File: src/rtl/ext_int_ctrl_if.sv
// ext_int_ctrl_if: register bus and core handshake between the MIPS core and ext_int_ctrl.
interface ext_int_ctrl_if #(
   parameter int ID_W = 5
);
   logic            i_ack;
   logic            i_eoi;
   logic            i_we;
   logic [1:0]      i_addr;
   logic [31:0]     i_wdata;
   logic [31:0]     o_rdata;
   logic            o_ext_int;
   logic [ID_W-1:0] o_cause_id;
   logic            o_in_service;
   modport master (
      output i_ack, i_eoi, i_we, i_addr, i_wdata,
      input  o_rdata, o_ext_int, o_cause_id, o_in_service
   );
   modport slave (
      input  i_ack, i_eoi, i_we, i_addr, i_wdata,
      output o_rdata, o_ext_int, o_cause_id, o_in_service
   );
endinterface

File: src/rtl/ext_int_ctrl.sv
// ext_int_ctrl: external interrupt controller with mask, fixed priority and ack/eoi handshake.
// Define INT_CTRL_SYNC_EN to put a 2-flop synchronizer on every i_irq line.
module ext_int_ctrl #(
   parameter int          NUM_SRC   = 8,
   parameter logic [31:0] EDGE_MASK = 32'h0000_00FF,
   parameter logic [31:0] MASK_RST  = 32'h0,
   parameter int          ID_W      = 5
) (
   input logic               i_clk,
   input logic               i_a_rst,
   input logic [NUM_SRC-1:0] i_irq,
   ext_int_ctrl_if.slave     bus
);
   localparam logic [1:0]  S_IDLE = 2'd0;
   localparam logic [1:0]  S_REQ  = 2'd1;
   localparam logic [1:0]  S_SVC  = 2'd2;
   localparam logic [31:0] VALID  = NUM_SRC >= 32 ? 32'hFFFF_FFFF : (32'd1 << NUM_SRC) - 32'd1;
   localparam logic [31:0] EDGE   = EDGE_MASK & VALID;
   logic [NUM_SRC-1:0] irq_in;
   logic [31:0]        irq_q, irq_p_q;
   logic [31:0]        pend_q, pend_d, mask_q, mask_d, rdata_q, rdata_d;
   logic [31:0]        elig, rise, w1c, ack_clr;
   logic [1:0]         state_q, state_d;
   logic [ID_W-1:0]    cause_q, cause_d, prio_id;
   logic               ext_int_q, ext_int_d, in_svc_q, in_svc_d, any, take;
`ifdef INT_CTRL_SYNC_EN
   logic [NUM_SRC-1:0] sync1_q, sync2_q;
   always_ff @(posedge i_clk or posedge i_a_rst) begin
      if (i_a_rst) begin
         sync1_q <= '0;
         sync2_q <= '0;
      end else begin
         sync1_q <= i_irq;
         sync2_q <= sync1_q;
      end
   end
   assign irq_in = sync2_q;
`else
   assign irq_in = i_irq;
`endif
   always_comb begin
      elig    = pend_q & mask_q;
      any     = |elig;
      prio_id = '0;
      for (int i = NUM_SRC - 1; i >= 0; i--)
         if (elig[i]) prio_id = ID_W'(i);
      rise    = irq_q & ~irq_p_q;
      w1c     = (bus.i_we && bus.i_addr == 2'd1) ? bus.i_wdata & VALID : 32'd0;
      take    = state_q == S_REQ && bus.i_ack && any;
      ack_clr = take ? 32'd1 << prio_id : 32'd0;
      // set events win over both W1C and the ack-clear
      pend_d  = (EDGE & ((pend_q & ~w1c & ~ack_clr) | rise)) | (~EDGE & VALID & irq_q);
      mask_d  = (bus.i_we && bus.i_addr == 2'd0) ? bus.i_wdata & VALID : mask_q;
      state_d = state_q == S_IDLE ? (any ? S_REQ : S_IDLE)
              : state_q == S_REQ  ? (take ? S_SVC : (any ? S_REQ : S_IDLE))
              : state_q == S_SVC  ? (bus.i_eoi ? S_IDLE : S_SVC)
              : S_IDLE;
      cause_d   = (state_q == S_REQ && bus.i_ack) ? (any ? prio_id : '0) : cause_q;
      ext_int_d = state_d == S_REQ;
      in_svc_d  = state_d == S_SVC;
      rdata_d   = bus.i_addr == 2'd0 ? mask_q
                : bus.i_addr == 2'd1 ? pend_q
                : bus.i_addr == 2'd2 ? {in_svc_q, 31'(cause_q)}
                : 32'd0;
   end
   always_ff @(posedge i_clk or posedge i_a_rst) begin
      if (i_a_rst) begin
         irq_q     <= '0;
         irq_p_q   <= '0;
         pend_q    <= '0;
         mask_q    <= MASK_RST & VALID;
         state_q   <= S_IDLE;
         cause_q   <= '0;
         ext_int_q <= 1'b0;
         in_svc_q  <= 1'b0;
         rdata_q   <= '0;
      end else begin
         irq_q     <= 32'(irq_in);
         irq_p_q   <= irq_q;
         pend_q    <= pend_d;
         mask_q    <= mask_d;
         state_q   <= state_d;
         cause_q   <= cause_d;
         ext_int_q <= ext_int_d;
         in_svc_q  <= in_svc_d;
         rdata_q   <= rdata_d;
      end
   end
   assign bus.o_rdata      = rdata_q;
   assign bus.o_ext_int    = ext_int_q;
   assign bus.o_cause_id   = cause_q;
   assign bus.o_in_service = in_svc_q;
endmodule
File: src/flat_wrapper.sv
// flat-port wrapper written by rule: the top's interface ports become plain ports
module ext_int_ctrl_flat 
#(
   parameter int          NUM_SRC   = 8,
   parameter logic [31:0] EDGE_MASK = 32'h0000_00FF,
   parameter logic [31:0] MASK_RST  = 32'h0,
   parameter int          ID_W      = 5
)
  (i_clk, i_a_rst, i_irq, bus_i_ack, bus_i_eoi, bus_i_we, bus_i_addr, bus_i_wdata, bus_o_rdata, bus_o_ext_int, bus_o_cause_id, bus_o_in_service);
  ext_int_ctrl_if #(.ID_W(ID_W)) bus_i ();
  input logic i_clk;
  input logic i_a_rst;
  input logic [NUM_SRC-1:0] i_irq;
  input wire logic [$bits(bus_i.i_ack)-1:0] bus_i_ack;
  input wire logic [$bits(bus_i.i_eoi)-1:0] bus_i_eoi;
  input wire logic [$bits(bus_i.i_we)-1:0] bus_i_we;
  input wire logic [$bits(bus_i.i_addr)-1:0] bus_i_addr;
  input wire logic [$bits(bus_i.i_wdata)-1:0] bus_i_wdata;
  output wire logic [$bits(bus_i.o_rdata)-1:0] bus_o_rdata;
  output wire logic [$bits(bus_i.o_ext_int)-1:0] bus_o_ext_int;
  output wire logic [$bits(bus_i.o_cause_id)-1:0] bus_o_cause_id;
  output wire logic [$bits(bus_i.o_in_service)-1:0] bus_o_in_service;
  assign bus_i.i_ack = bus_i_ack;
  assign bus_i.i_eoi = bus_i_eoi;
  assign bus_i.i_we = bus_i_we;
  assign bus_i.i_addr = bus_i_addr;
  assign bus_i.i_wdata = bus_i_wdata;
  assign bus_o_rdata = bus_i.o_rdata;
  assign bus_o_ext_int = bus_i.o_ext_int;
  assign bus_o_cause_id = bus_i.o_cause_id;
  assign bus_o_in_service = bus_i.o_in_service;
  ext_int_ctrl #(.NUM_SRC(NUM_SRC), .EDGE_MASK(EDGE_MASK), .MASK_RST(MASK_RST), .ID_W(ID_W)) u_core (.i_clk(i_clk), .i_a_rst(i_a_rst), .i_irq(i_irq), .bus(bus_i));
endmodule
File: config.mk
export PLATFORM = sky130hd
export DESIGN_NAME = ext_int_ctrl_flat
export DESIGN_NICKNAME = d
export VERILOG_FILES = /design/src/rtl/ext_int_ctrl_if.sv /design/src/rtl/ext_int_ctrl.sv /design/src/flat_wrapper.sv
export SDC_FILE = /design/constraint.sdc
export NUM_CORES = 1
export LEC_CHECK = 0
export BUFFER_PORTS_ARGS = -buffer_cell sky130_fd_sc_hd__buf_2
export CAP_MARGIN = 20
export CORE_MARGIN = 1
export CORE_UTILIZATION = 40
export CTS_CLUSTER_DIAMETER = 200
export DETAILED_ROUTE_END_ITERATION = 10
export PLACE_DENSITY = 0.74
export SYNTH_ARGS = -nofsm -noshare
export SYNTH_HDL_FRONTEND = slang
export SYNTH_SLANG_ARGS = --single-unit
export TNS_END_PERCENT = 10
File: constraint.sdc
create_clock -name i_clk -period 2.25 [get_ports i_clk]
set_input_delay 0 -clock i_clk [delete_from_list [all_inputs] [get_ports i_clk]]
set_output_delay 0 -clock i_clk [all_outputs]
set_load 0.05 [all_outputs]
## Word level (Yosys, flattened, before mapping)

Index checks and enable logic that the tools add are counted.

| storage, ports and cells | value |
|---|---|
| bits in registers | 73 |
| output and inout port bits | 39 |
| logic and storage cells | 51 |
| bits of input ports | 47 |

| cells by class | value |
|---|---|
| bitwise logic cells | 8 |
| mux-type cells | 20 |
| reduce and logical (&&, ||, !) cells | 7 |
| shift operators | 1 |
| eq/ne operators | 6 |

Operators with widths:

| operator | count |
|---|---|
| two-way mux 32 bit | 3 |
| two-way mux 5 bit | 8 |
| AND 8 bit | 4 |
| OR reduction 32 bit | 1 |
| inverter 8 bit | 3 |
| two-way mux 8 bit | 2 |
| two-way mux 2 bit | 5 |
| bitwise OR 8 bit | 1 |
| left shift 1 x 5 -> 8 bit, first input constant | 1 |
| equality test 2 x 1 -> 1 bit, second input constant | 3 |
| equality test 2 bit, second input constant | 3 |
| logical AND 1 bit | 4 |
| logical NOT 2 bit | 2 |
| two-way mux 3 bit | 1 |
| two-way mux 1 bit | 1 |

## Longest topological paths before layout

| depth | value |
|---|---|
| depth after elaboration | 14 |
| depth in mapped cells | 5 |
| mapped depth without buffers | 4 |

## Worst setup path after synthesis

No wires, ideal clock.

| path | value |
|---|---|
| path kind | register -> register |
| start | reg u_core.pend_q[5] |
| end | reg u_core.pend_q[7] |
| arrival time | 1247 ps |
| period minus slack after synthesis | 1373 ps |
| data required time | 2124 ps |
| slack | 877 ps |
| cell stages (with the launch flop) | 5 |
| path through | dfrtp_1 > a22o_1 > nand2b_1 > o21a_1 > a221o_1 |

| between the ends | value |
|---|---|
| word-level cells in the longest chain between the ends | 12 |
| elaborated cells between the ends (all ways) | 14 |
| classes of those cells | 1 x shift; 7 x mux; 4 x bitwise; 2 x reduce/logical |

RTL lines:

| element | RTL line | RTL |
|---|---|---|
| start: declaration | ext_int_ctrl.sv:21 | `logic [31:0] pend_q, pend_d, mask_q, mask_d, rdata_q, rdata_d;` |
| start signal: assignment | ext_int_ctrl.sv:80 | `pend_q <= pend_d;` |
| AND 8 bit (*) | ext_int_ctrl.sv:42 | `elig = pend_q & mask_q;` |
| two-way mux 5 bit (6 in series) | ext_int_ctrl.sv:46 | `if (elig[i]) prio_id = ID_W'(i);` |
| left shift 1 x 5 -> 8 bit | ext_int_ctrl.sv:50 | `ack_clr = take ? 32'd1 << prio_id : 32'd0;` |
| two-way mux 8 bit (*) | ext_int_ctrl.sv:50 |  |
| inverter 8 bit (*) | ext_int_ctrl.sv:52 | `pend_d = (EDGE & ((pend_q & ~w1c & ~ack_clr) \| rise)) \| (~EDGE & VALID & irq_q);` |
| AND 8 bit (*) | ext_int_ctrl.sv:52 |  |
| bitwise OR 8 bit (*) | ext_int_ctrl.sv:52 |  |
| via u_core.pend_d[7] | ext_int_ctrl.sv:21 |  |

Mark *: on every way through the listed nets, which the timed path passes. The rest lies on a longest branch.
A chain may end at the register's enable or synchronous reset.

## Worst setup path after layout

| path | value |
|---|---|
| start | reg u_core.pend_q[1] |
| end | reg u_core.pend_q[5] |

| between the ends | value |
|---|---|
| word-level cells in the longest chain between the ends | 8 |
| elaborated cells between the ends (all ways) | 10 |
| classes of those cells | 1 x shift; 3 x mux; 4 x bitwise; 2 x reduce/logical |

RTL lines:

| element | RTL line |
|---|---|
| AND 8 bit (*) | ext_int_ctrl.sv:42 |
| two-way mux 5 bit (2 in series) | ext_int_ctrl.sv:46 |
| left shift 1 x 5 -> 8 bit | ext_int_ctrl.sv:50 |
| two-way mux 8 bit (*) | ext_int_ctrl.sv:50 |
| inverter 8 bit (*) | ext_int_ctrl.sv:52 |
| AND 8 bit (*) | ext_int_ctrl.sv:52 |
| bitwise OR 8 bit (*) | ext_int_ctrl.sv:52 |
| via u_core.pend_d[5] | ext_int_ctrl.sv:21 |

Marks and branches as above.

==> results list <==
- Result of the run: completed
* Via count: 1401
- 0 antenna diodes ended up in the layout.
- Layout cell share with drive strength beyond 1: 23.5%
* Placer congestion estimate: between 0.7 and 0.8
- The synthesized netlist occupies a cell area of about 2100 µm².
- Fraction of the yosys area taken by sequential cells: a little under three fifths
- The first global-routing pass estimated roughly 5900 µm of wire.
- Leading cell types by total area after synthesis: sky130_fd_sc_hd__dfrtp_1, sky130_fd_sc_hd__buf_4, sky130_fd_sc_hd__mux2_2
- Number of DRC markers after the initial detailed-route iteration: 45
- The tool flagged a number of max-cap violations equal to 0.
- Summed over all layers, the routed wires come to approximately 3600 µm.
- Number of hold-slack violations in the final timing report: 0
- Setup total negative slack on the finished layout was measured at 0 ns.
- During I/O placement, the number of pins put on the boundary was 86.
- STA classifies the critical path endpoint as a flip-flop.
- The count of nets left with antenna violations once routing finished came out at 0.
* All-layer global routing usage: about 14%
- In this run the tightest slew margin relative to its limit is 55.5%.
* Number of standard cells in the layout, taps in and fillers out: 310
- Setup Fix Bufs, Post-CTS: 0
- Relative area change from synthesis to final layout: 21.9%
- Critical path class: reg2reg
* Number of nets in the finished design: 289
* DIE WIDTH: approximately 74 µm
- The largest single stage delay on the critical path is between 0.4 and 0.5 ns.
- Number of buffers inserted during clock tree synthesis: 5
- Clock Sink Count: between 40 and 50
- Asr flop ratio synth: 100%
* Detailed placement HPWL: between 2000 and 3000 µm
* Least-Margin Pin Slew: between 0.6 and 0.7 ns
- After detailed routing, the average wire length per cell comes to 11.6 µm.
- Sort of element at the start of the critical path: flip-flop
- After detailed routing, the number of vias per cell comes to between 4 and 5.
- # rows: 25
- Counting flops with a built-in enable in the synthesized netlist gives 0.
- CTS clk-pin slew, worst paths: 0.08 ns
- Of all nets on the critical path, the largest fanout is 6.
* Portion of the clock cycle consumed by the worst path in the final layout: between 60% and 70%
- Required arrival time at the worst endpoint: between 2 and 2.5 ns
- Placed Instances: about 280
* Synth Flop Type: sky130_fd_sc_hd__dfrtp_1
* Worst min-delay path class: in2reg
* Root buffer cell: sky130_fd_sc_hd__clkbuf_8
* Warnings from Yosys: 0
- Worst path arrival time: approximately 1.7 ns
- Traced cell by cell, the critical path runs through a22oi_2 > nand4_1 > and2_1 > a221o_1.
- Summed over all cells, the static leakage comes to 1.24 nW.
- Across the routed clock network, the largest skew measured is between 0.004 and 0.005 ns.
- Height of the chip: about 74 µm
- Gate count after technology mapping: between 150 and 200
- Family with the most delay on the worst path: compound AO/OA/AOI/OAI gates
- The number of global-route vias before repair is approximately 1300.
* Gr ovfl total: 0
- Setup violations remaining at the end of the flow were counted as 0.
* Leading area contributor after synthesis: sky130_fd_sc_hd__dfrtp_1
* Clock tree from TritonCTS: built
- Detailed Routing Iterations Pass 1: 4
* Unique cell type count in the Yosys netlist: 36
- Critical-path top delay cell: sky130_fd_sc_hd__dfrtp_1
- F_max: 0.655 GHz
- Flop and latch count out of synthesis: 48
* Power density normalized to cell area: 990 nW/µm²
- After synthesis, the largest area contributor takes up 57.3% of total cell area.
- The clock passes through at most 2 buffers.
- The later pin in the worst-skew pair is clocked with a latency of approximately 0.29 ns.
* Unrepaired setup endpoints after global routing: false
- Initial antenna violation count: 0
* DRC violations left: 0
* Final critical path time including I/O delays and setup: about 1.5 ns
- The final count of pins violating max slew is 0.
- Maximum vdd drop: 499 µV
* Buffers and inverters on the worst path: 0
- DIE AREA: around 5500 µm²
- The core region is roughly 4900 µm².
- Input and output buffers added on the ports amount to 36.
- The H-tree was split into 2 levels.
* Syn avg cell area: 11.4 µm²
* Starting utilization of the core area: a little over two fifths
- Largest net degree at the start of global routing: just under 50
area by class of cell:
| cell class | count | area (µm²) |
|---|---|---|
| inverter | 10 | 37.5 |
| sequential | 48 | 1200 |
| timing repair buffer | 56 | 398 |
| fill | 449 | 2330 |
| clock buffer | 7 | 86.3 |
| tap | 67 | 83.8 |
| multi-input combinational | 121 | 738 |
| clock inverter | 1 | 7.51 |
sequential cells by signal, indices dropped and copies added (netlist names), 2 cells and up:
register,count
u_core.bus.o_rdata,9
u_core.irq_p_q,8
u_core.irq_q,8
u_core.mask_q,8
u_core.pend_q,8
u_core.bus.o_cause_id,3
u_core.state_q,2
path summary, 6_finish.rpt:
check / depth (start not counted) / slack, ns / endpoint / from
max: 4 / 0.72 / u_core.pend_q[5] / u_core.pend_q[1]
min: 3 / 0.05 / u_core.bus.o_rdata[31] / bus_i_addr[1]
max reg2reg: 4 / 0.72 / u_core.pend_q[5] / u_core.pend_q[1]
min reg2reg: 0 / 0.37 / u_core.irq_p_q[6] / u_core.irq_q[6]
max in group asynchronous: 4 / 1.44 / u_core.bus.o_ext_int / i_a_rst
min in group asynchronous: 3 / 0.30 / u_core.irq_p_q[0] / i_a_rst
cells in the final DEF (no fill, tap or decap), types with 7 or more instances in the layout:
master / netlist / layout
sky130_fd_sc_hd__dlygate4sd3_1: 0 / 19
sky130_fd_sc_hd__conb_1: 1 / 25
sky130_fd_sc_hd__dfrtp_1: 48 / 48
sky130_fd_sc_hd__nand2_1: 23 / 23
sky130_fd_sc_hd__buf_2: 1 / 36
sky130_fd_sc_hd__nor2_1: 7 / 7
sky130_fd_sc_hd__mux2_2: 8 / 8
sky130_fd_sc_hd__mux2i_1: 8 / 8
sky130_fd_sc_hd__inv_1: 10 / 9
sky130_fd_sc_hd__o21ai_0: 8 / 8
logic make-up after synthesis:
kind of cell	synth area share, %
buffers and inverters	11.7
AND/OR/NAND/NOR	9.74
AO/OA/AOI/OAI	12.9
flip-flops	57.3
multiplexers	8.12
other	0.179
worst min-delay path, cell delays in order:
cell and delay [ns]:
sky130_fd_sc_hd__buf_2 0.19, sky130_fd_sc_hd__nand2_1 0.09, sky130_fd_sc_hd__nor2_1 0.03
synthesized netlist by cell type (all sizes together), types with 2 or more instances:
master,count
o31ai,2
nand3,6
mux2,8
nand2,23
dfrtp,48
buf,29
nor2,7
a21oi,3
inv,10
a21boi,2
a221o,2
nand4,2
mux2i,8
a32oi,2
o32ai,2
a22oi,3
a22o,3
and3b,2
o21ai,10
power by group:
group / total, mW / switching (mW) / internal [mW]
registers: 1.16 / 0.135 / 1.02
clock network: 0.517 / 0.267 / 0.250
logic: 0.855 / 0.596 / 0.259
total: 2.53 / 0.998 / 1.53
per-stage QoR:
stage | total power [mW] | cell area, µm² | setup slack, ns | hold slack, ns | utilization [%]
global placement | 1.98 | 2240 | 0.782 | 0.109 | 45.9
global route | 2.68 | 2550 | 0.677 | 0.0596 | 52.3
finish | 2.53 | 2550 | 0.723 | 0.0492 | 52.3
detailed placement | 2.00 | 2240 | 0.752 | 0.109 | 45.9
floorplan | 1.85 | 2180 | 0.877 | 0.0314 | -
CTS | 2.54 | 2520 | 0.748 | 0.0443 | 51.7
routing by layer:
metal | vias up | routed length, µm | track usage, %
li1 | 709 | - | -
met1 | 638 | 1760 | 19.2
met2 | 46 | 1610 | 21.9
met3 | 8 | 176 | 3.79
met4 | 0 | 50 | 5.45
met5 | - | 0 | 0
timing repair:
action                    in CTS  in global routing
hold buffers                  19                  0
hold endpoints to repair      70                  0
gates resized for setup        0                  0
Note: power is estimated with default switching activity, not from simulation.
